<file path="src/rtl/param_hex_counter_pkg.sv">
// Shared definitions for the hex counter: segment vector type, the
// active-low seven-segment glyph table and the blank pattern.
// Segment bit order: bit 0 = a ... bit 6 = g, 0 = segment lit.
package param_hex_counter_pkg;

  localparam int unsigned SEG_W    = 7;
  localparam int unsigned NIBBLE_W = 4;
  localparam int unsigned GLYPHS   = 16;

  typedef logic [SEG_W-1:0] seg_t;

  typedef logic [GLYPHS-1:0][SEG_W-1:0] glyph_table_t;

  localparam seg_t SEG_BLANK = 7'b1111111;

  // Index n holds the glyph for hex digit n (0-9, A, b, C, d, E, F).
  localparam glyph_table_t SEG_GLYPHS = {
    7'b0001110,  // F
    7'b0000110,  // E
    7'b0100001,  // d
    7'b1000110,  // C
    7'b0000011,  // b
    7'b0001000,  // A
    7'b0010000,  // 9
    7'b0000000,  // 8
    7'b1111000,  // 7
    7'b0000010,  // 6
    7'b0010010,  // 5
    7'b0011001,  // 4
    7'b0110000,  // 3
    7'b0100100,  // 2
    7'b1111001,  // 1
    7'b1000000   // 0
  };

endpackage : param_hex_counter_pkg

</file>
<file path="src/rtl/seg7_decoder.sv">
// Combinational hex-nibble to active-low seven-segment decoder.
// Ports:
//   nibble : 4-bit value to display
//   seg    : active-low segments, bit 0 = a ... bit 6 = g
module seg7_decoder
  import param_hex_counter_pkg::*;
(
  input  logic [NIBBLE_W-1:0] nibble,
  output seg_t                seg
);

  // Every 4-bit code has a glyph, so a plain table lookup suffices.
  assign seg = SEG_GLYPHS[nibble];

endmodule : seg7_decoder

</file>
<file path="src/rtl/param_hex_counter.sv">
// Parameterised up/down counter with parallel load, cascadable terminal
// count and per-nibble seven-segment display outputs.
// Parameters:
//   WIDTH     : count width, multiple of 4 in 4..32
//   MAX_COUNT : inclusive terminal count, 1..2**WIDTH-1
// Ports:
//   clock      : single clock, rising edge
//   clear_b    : asynchronous active-low clear, forces count to 0
//   enable     : count enable
//   up_down    : 1 = count up, 0 = count down
//   load       : synchronous parallel load (highest priority)
//   load_value : value loaded, clamped to MAX_COUNT
//   count      : registered counter value
//   tc         : combinational terminal-count flag for cascading
//   hex        : combinational active-low digits, digit i in hex[7i+6:7i]
// Build option:
//   PARAM_HEX_COUNTER_SATURATE_EN : hold at the terminal values instead of
//                                   wrapping
module param_hex_counter
  import param_hex_counter_pkg::*;
#(
  parameter int unsigned      WIDTH     = 8,
  parameter logic [WIDTH-1:0] MAX_COUNT = '1
) (
  input  logic                            clock,
  input  logic                            clear_b,
  input  logic                            enable,
  input  logic                            up_down,
  input  logic                            load,
  input  logic [WIDTH-1:0]                load_value,
  output logic [WIDTH-1:0]                count,
  output logic                            tc,
  output logic [SEG_W*(WIDTH/NIBBLE_W)-1:0] hex
);

  localparam int unsigned DIGITS = WIDTH / NIBBLE_W;

`ifdef PARAM_HEX_COUNTER_SATURATE_EN
  localparam logic [WIDTH-1:0] UP_TERM_NEXT   = MAX_COUNT;
  localparam logic [WIDTH-1:0] DOWN_TERM_NEXT = '0;
`else
  localparam logic [WIDTH-1:0] UP_TERM_NEXT   = '0;
  localparam logic [WIDTH-1:0] DOWN_TERM_NEXT = MAX_COUNT;
`endif

  logic [WIDTH-1:0] count_next;
  logic [WIDTH-1:0] load_clamped;
  logic             at_max;
  logic             at_zero;

  assign at_max       = (count == MAX_COUNT);
  assign at_zero      = (count == '0);
  assign load_clamped = (load_value > MAX_COUNT) ? MAX_COUNT : load_value;

  // Next-state: load > enable > hold; direction applies on the same edge.
  always_comb begin
    count_next = count;
    if (load) begin
      count_next = load_clamped;
    end else if (enable) begin
      if (up_down) begin
        count_next = at_max ? UP_TERM_NEXT : count + WIDTH'(1);
      end else begin
        count_next = at_zero ? DOWN_TERM_NEXT : count - WIDTH'(1);
      end
    end
  end

  // Counter register.
  always_ff @(posedge clock or negedge clear_b) begin
    if (!clear_b) begin
      count <= '0;
    end else begin
      count <= count_next;
    end
  end

  // Zero-latency terminal count so a following stage can chain on it.
  assign tc = enable & ~load & ((up_down & at_max) | (~up_down & at_zero));

  // One decoder per nibble; display follows count in the same cycle.
  for (genvar gi = 0; gi < DIGITS; gi++) begin : g_digit
    seg7_decoder u_seg7_decoder (
      .nibble (count[gi*NIBBLE_W +: NIBBLE_W]),
      .seg    (hex[gi*SEG_W +: SEG_W])
    );
  end

endmodule : param_hex_counter

</file>
<file path="config.mk">
export PLATFORM = sky130hd
export DESIGN_NAME = param_hex_counter
export DESIGN_NICKNAME = d
export VERILOG_FILES = /design/src/rtl/param_hex_counter_pkg.sv /design/src/rtl/seg7_decoder.sv /design/src/rtl/param_hex_counter.sv
export SDC_FILE = /design/constraint.sdc
export NUM_CORES = 1
export LEC_CHECK = 0
export CORE_MARGIN = 4
export CORE_UTILIZATION = 44
export CTS_BUF_LIST = sky130_fd_sc_hd__clkbuf_8
export CTS_CLUSTER_SIZE = 40
export DETAILED_ROUTE_END_ITERATION = 10
export HOLD_SLACK_MARGIN = 0.15
export PLACE_DENSITY = 0.88
export SLEW_MARGIN = 0
export SYNTH_ARGS = -nofsm -noshare
export SYNTH_HDL_FRONTEND = slang
export SYNTH_SLANG_ARGS = --single-unit
</file>
<file path="constraint.sdc">
create_clock -name clock -period 2 [get_ports clock]
set_input_delay 0.3 -clock clock [delete_from_list [all_inputs] [get_ports clock]]
set_output_delay 0.3 -clock clock [all_outputs]
set_load 0.005 [all_outputs]
</file>
==> results of run 1 <==
## worst max-delay path by stage
stage | from | end
floorplan | count[0]$_DFFE_PN0P_ | count[6]$_DFFE_PN0P_
global placement | count[5]$_DFFE_PN0P_ | tc
detailed placement | count[5]$_DFFE_PN0P_ | tc
CTS | count[4]$_DFFE_PN0P_ | tc
global route | count[0]$_DFFE_PN0P_ | hex[3]
finish | count[0]$_DFFE_PN0P_ | hex[3]
## synthesized netlist by cell type, types with 2 or more instances
cell / instances / area share (%)
a2111oi_0: 2 / 1.4
a21oi_1: 19 / 7.8
a22oi_1: 2 / 1.2
a311oi_1: 2 / 1.4
a31oi_1: 2 / 1.0
and3_1: 2 / 1.0
buf_2: 4 / 1.6
buf_6: 2 / 1.8
clkbuf_1: 7 / 2.2
dfrtp_1: 8 / 16
ha_1: 12 / 12
inv_1: 10 / 3.1
mux2i_1: 5 / 4.1
nand2_1: 24 / 7.4
nand2b_1: 3 / 1.5
nand3_1: 6 / 2.5
nand3b_1: 2 / 1.2
nand4_1: 2 / 1.0
nor2_1: 11 / 3.4
nor2_4: 2 / 1.8
nor2b_1: 2 / 1.0
nor3_1: 3 / 1.2
o21ai_0: 21 / 8.6
o21ai_1: 2 / 0.82
xnor2_1: 4 / 2.9
## cells by family (layout without fill, tap and decap cells)
kind of cell	Yosys count	after routing	synth area share (%)
mux	6	6	5.03
fa+ha+maj	12	12	12.3
buf+inv	23	89	8.73
flops	8	8	16.4
xor+xnor	5	5	3.59
simple gates	62	62	25.1
compound gates	57	57	28.9
## what timing repair did
item                       CTS  global route
setup buffers                4             4
setup endpoints to repair   15            10
pin swaps                    0             2
resized for setup           20            16
gates cloned                 0             0
## worst max-delay path: cells and delay by family (launching register included)
kind / cells / cell delay, ps
AND/OR/NAND/NOR: 2 / 240
AO/OA/AOI/OAI: 2 / 160
flip-flops: 1 / 420
adder cells (fa/ha/maj): 1 / 170
buffers and inverters: 2 / 450
## cell type report
type / count / area share, %
tap: 30 / 1.93
clock buffer: 3 / 2.13
inverter: 10 / 1.93
sequential: 8 / 10.4
multi-input combinational: 142 / 49.7
timing repair buffer: 76 / 33.9
## stage by stage
step           setup WS, ps  power (mW)  cells
6_report               35.1        1.09    269
5_1_grt               -59.5        1.16    269
4_1_cts                -188        1.03    265
3_5_place_dp           12.6       0.848    258
3_3_place_gp           48.4       0.832    258
2_1_floorplan          30.3       0.520    173
## metal layers
layer / wire length, µm / vias up / global-route usage [%] / share of wire, %
met5: 0 / - / 0 / 0
met3: 349 / 15 / 2.98 / 8.1
li1: - / 745 / - / -
met4: 143 / 0 / 9.29 / 3.3
met1: 1710 / 724 / 29.6 / 40
met2: 2120 / 87 / 41.7 / 49
## power by group
part           switching [mW]  internal [mW]  leakage (nW)
logic                   0.321          0.347         0.778
registers              0.0309          0.182        0.0950
clock network          0.0762          0.132        0.0216
==> metrics.md, run 1 <==
| Metric | Value |
|---|---|
| Drt drc | `0` |
| Total CTS buffers | `3` |
| Area of the multi-input gates | `966 µm²` |
| Initial DRC count | `99` |
| Router iterations before antenna repair | `4` |
| Area of the core | `2570 µm²` |
| Capture point of the worst reg-to-reg path | `count[5]$_DFFE_PN0P_` |
| Max Fclk | `0.509 GHz` |
| Clk root buf | `clkbuf_8` |
| Layout fillers | `193` |
| Final net count | `266` |
| GRT Residual Overflow | `0` |
| Synth Instances | `173` |
| Worst IR drop on VDD | `0.539 mV` |
| YS warnings | `0` |
| Rows | `18` |
| Gpl congestion | `0.900` |
| CTS clk-pin slew, worst paths | `40 ps` |
| Number of synthesized flops with an enable pin | `0` |
| Die Wd | `60.6 µm` |
| Drt total wl | `4320 µm` |
| Sink Count | `8` |
| Largest regs | `count: 8 flops` |
| Register area share after synthesis | `16.4%` |
| Final ANT Viol Nets | `0` |
| Most frequent cells in the layout | `40 x buf_4, 24 x nand2_1, 20 x clkdlybuf4s50_1, 19 x o21ai_0, 19 x a21oi_1` |
| Largest net degree at the start of global routing | `22` |
| Static leakage | `0.895 nW` |
| Largest Register | `count` |
| CTS tree | `done` |
| Crit-path max cell delay | `420 ps` |
| Synth Flop Type | `dfrtp_1` |
| Commonest non-fill, non-tap cell in the layout | `buf_4` |
| CP cell instances | `buf_4 > ha_4 > nand2_1 > o21ai_0 > nor2_1 > a31oi_1 > dlygate4sd2_1` |
| Worst path slowest cell | `dfrtp_1` |
| WP data arrival | `1660 ps` |
| Worst Hold Class | `in2async` |
| Area growth syn-to-layout | `59.3%` |
| Global-route wire length before repair | `6580 µm` |
| Cell area after synthesis | `1220 µm²` |
| Initial Util | `47.5%` |
| Tcrit/Tclk final | `98.2%` |
| Power per Cell Area | `560 nW/µm²` |
| Crit end category | `output pin` |
| Crit path required time | `1700 ps` |
| Fin Hold WS | `376 ps` |
| Hold Vio Cnt, Final | `0` |
| Diodes inserted | `0` |
| Synthesized Nets | `198` |
| Max Root-Sink Buffers | `2` |
| HPWL Detailed | `2940 µm` |
| Max reg flops | `8` |
| Worst reg2reg path depth | `8` |
| #FFs+latches synth | `8` |
| Worst Setup Start Kind | `flop` |
| Via count | `1571` |
| Min Tclk post-route | `1960 ps` |
| Vias in the first global route | `1465` |
| Fin util | `75.6%` |
| Reg-to-reg slack, setup | `90 ps` |
| Max cap viols | `0` |
| Vias per cell | `5.84` |
| Worst Tran Pin Value | `445 ps` |
| Post-route cell area | `1940 µm²` |
| # hold bufs at CTS | `0` |
| Crit Path Max Fanout | `4` |
| Crit path kind | `reg2out` |
| Outcome | `finished, final reports clean` |
| Die height | `60.6 µm` |
| Initial antenna violation count | `0` |
| Ports | `36` |
| FF-to-FF Start | `count[0]$_DFFE_PN0P_` |
| Setup-failing EPs final | `0` |
| Later-pin clock latency in the skew report | `240 ps` |
| Avg Cell Area, Syn | `7.04 µm²` |
| Clk_skew | `0.593 ps` |
| FF+latch area | `201 µm²` |
| H-Tree Depth | `1` |
| Slew margin rel. | `70.2%` |
| Setup TNS | `0 ps` |
| Async SR Flop Fraction | `100%` |
| GRT Total Usage | `23.8%` |
| Yosys cell types | `39` |
| DP Area | `1800 µm²` |
| Post-DR wirelength/cell | `16.0 µm` |
| Die area | `3680 µm²` |
| Port buffer count | `35` |
| Max Slew Vio Count | `0` |
| Share of layout cells above drive strength 1 | `25.5%` |
No activity file was read; power rests on OpenSTA's default activity.
==> inputs of run 2 (changes only) <==
Settings changed: CTS_CLUSTER_DIAMETER set to 60, CTS_CLUSTER_SIZE 40 to 24.
==> results of run 2 <==
The final DEF is identical to that of run 1; final timing and power are the same.
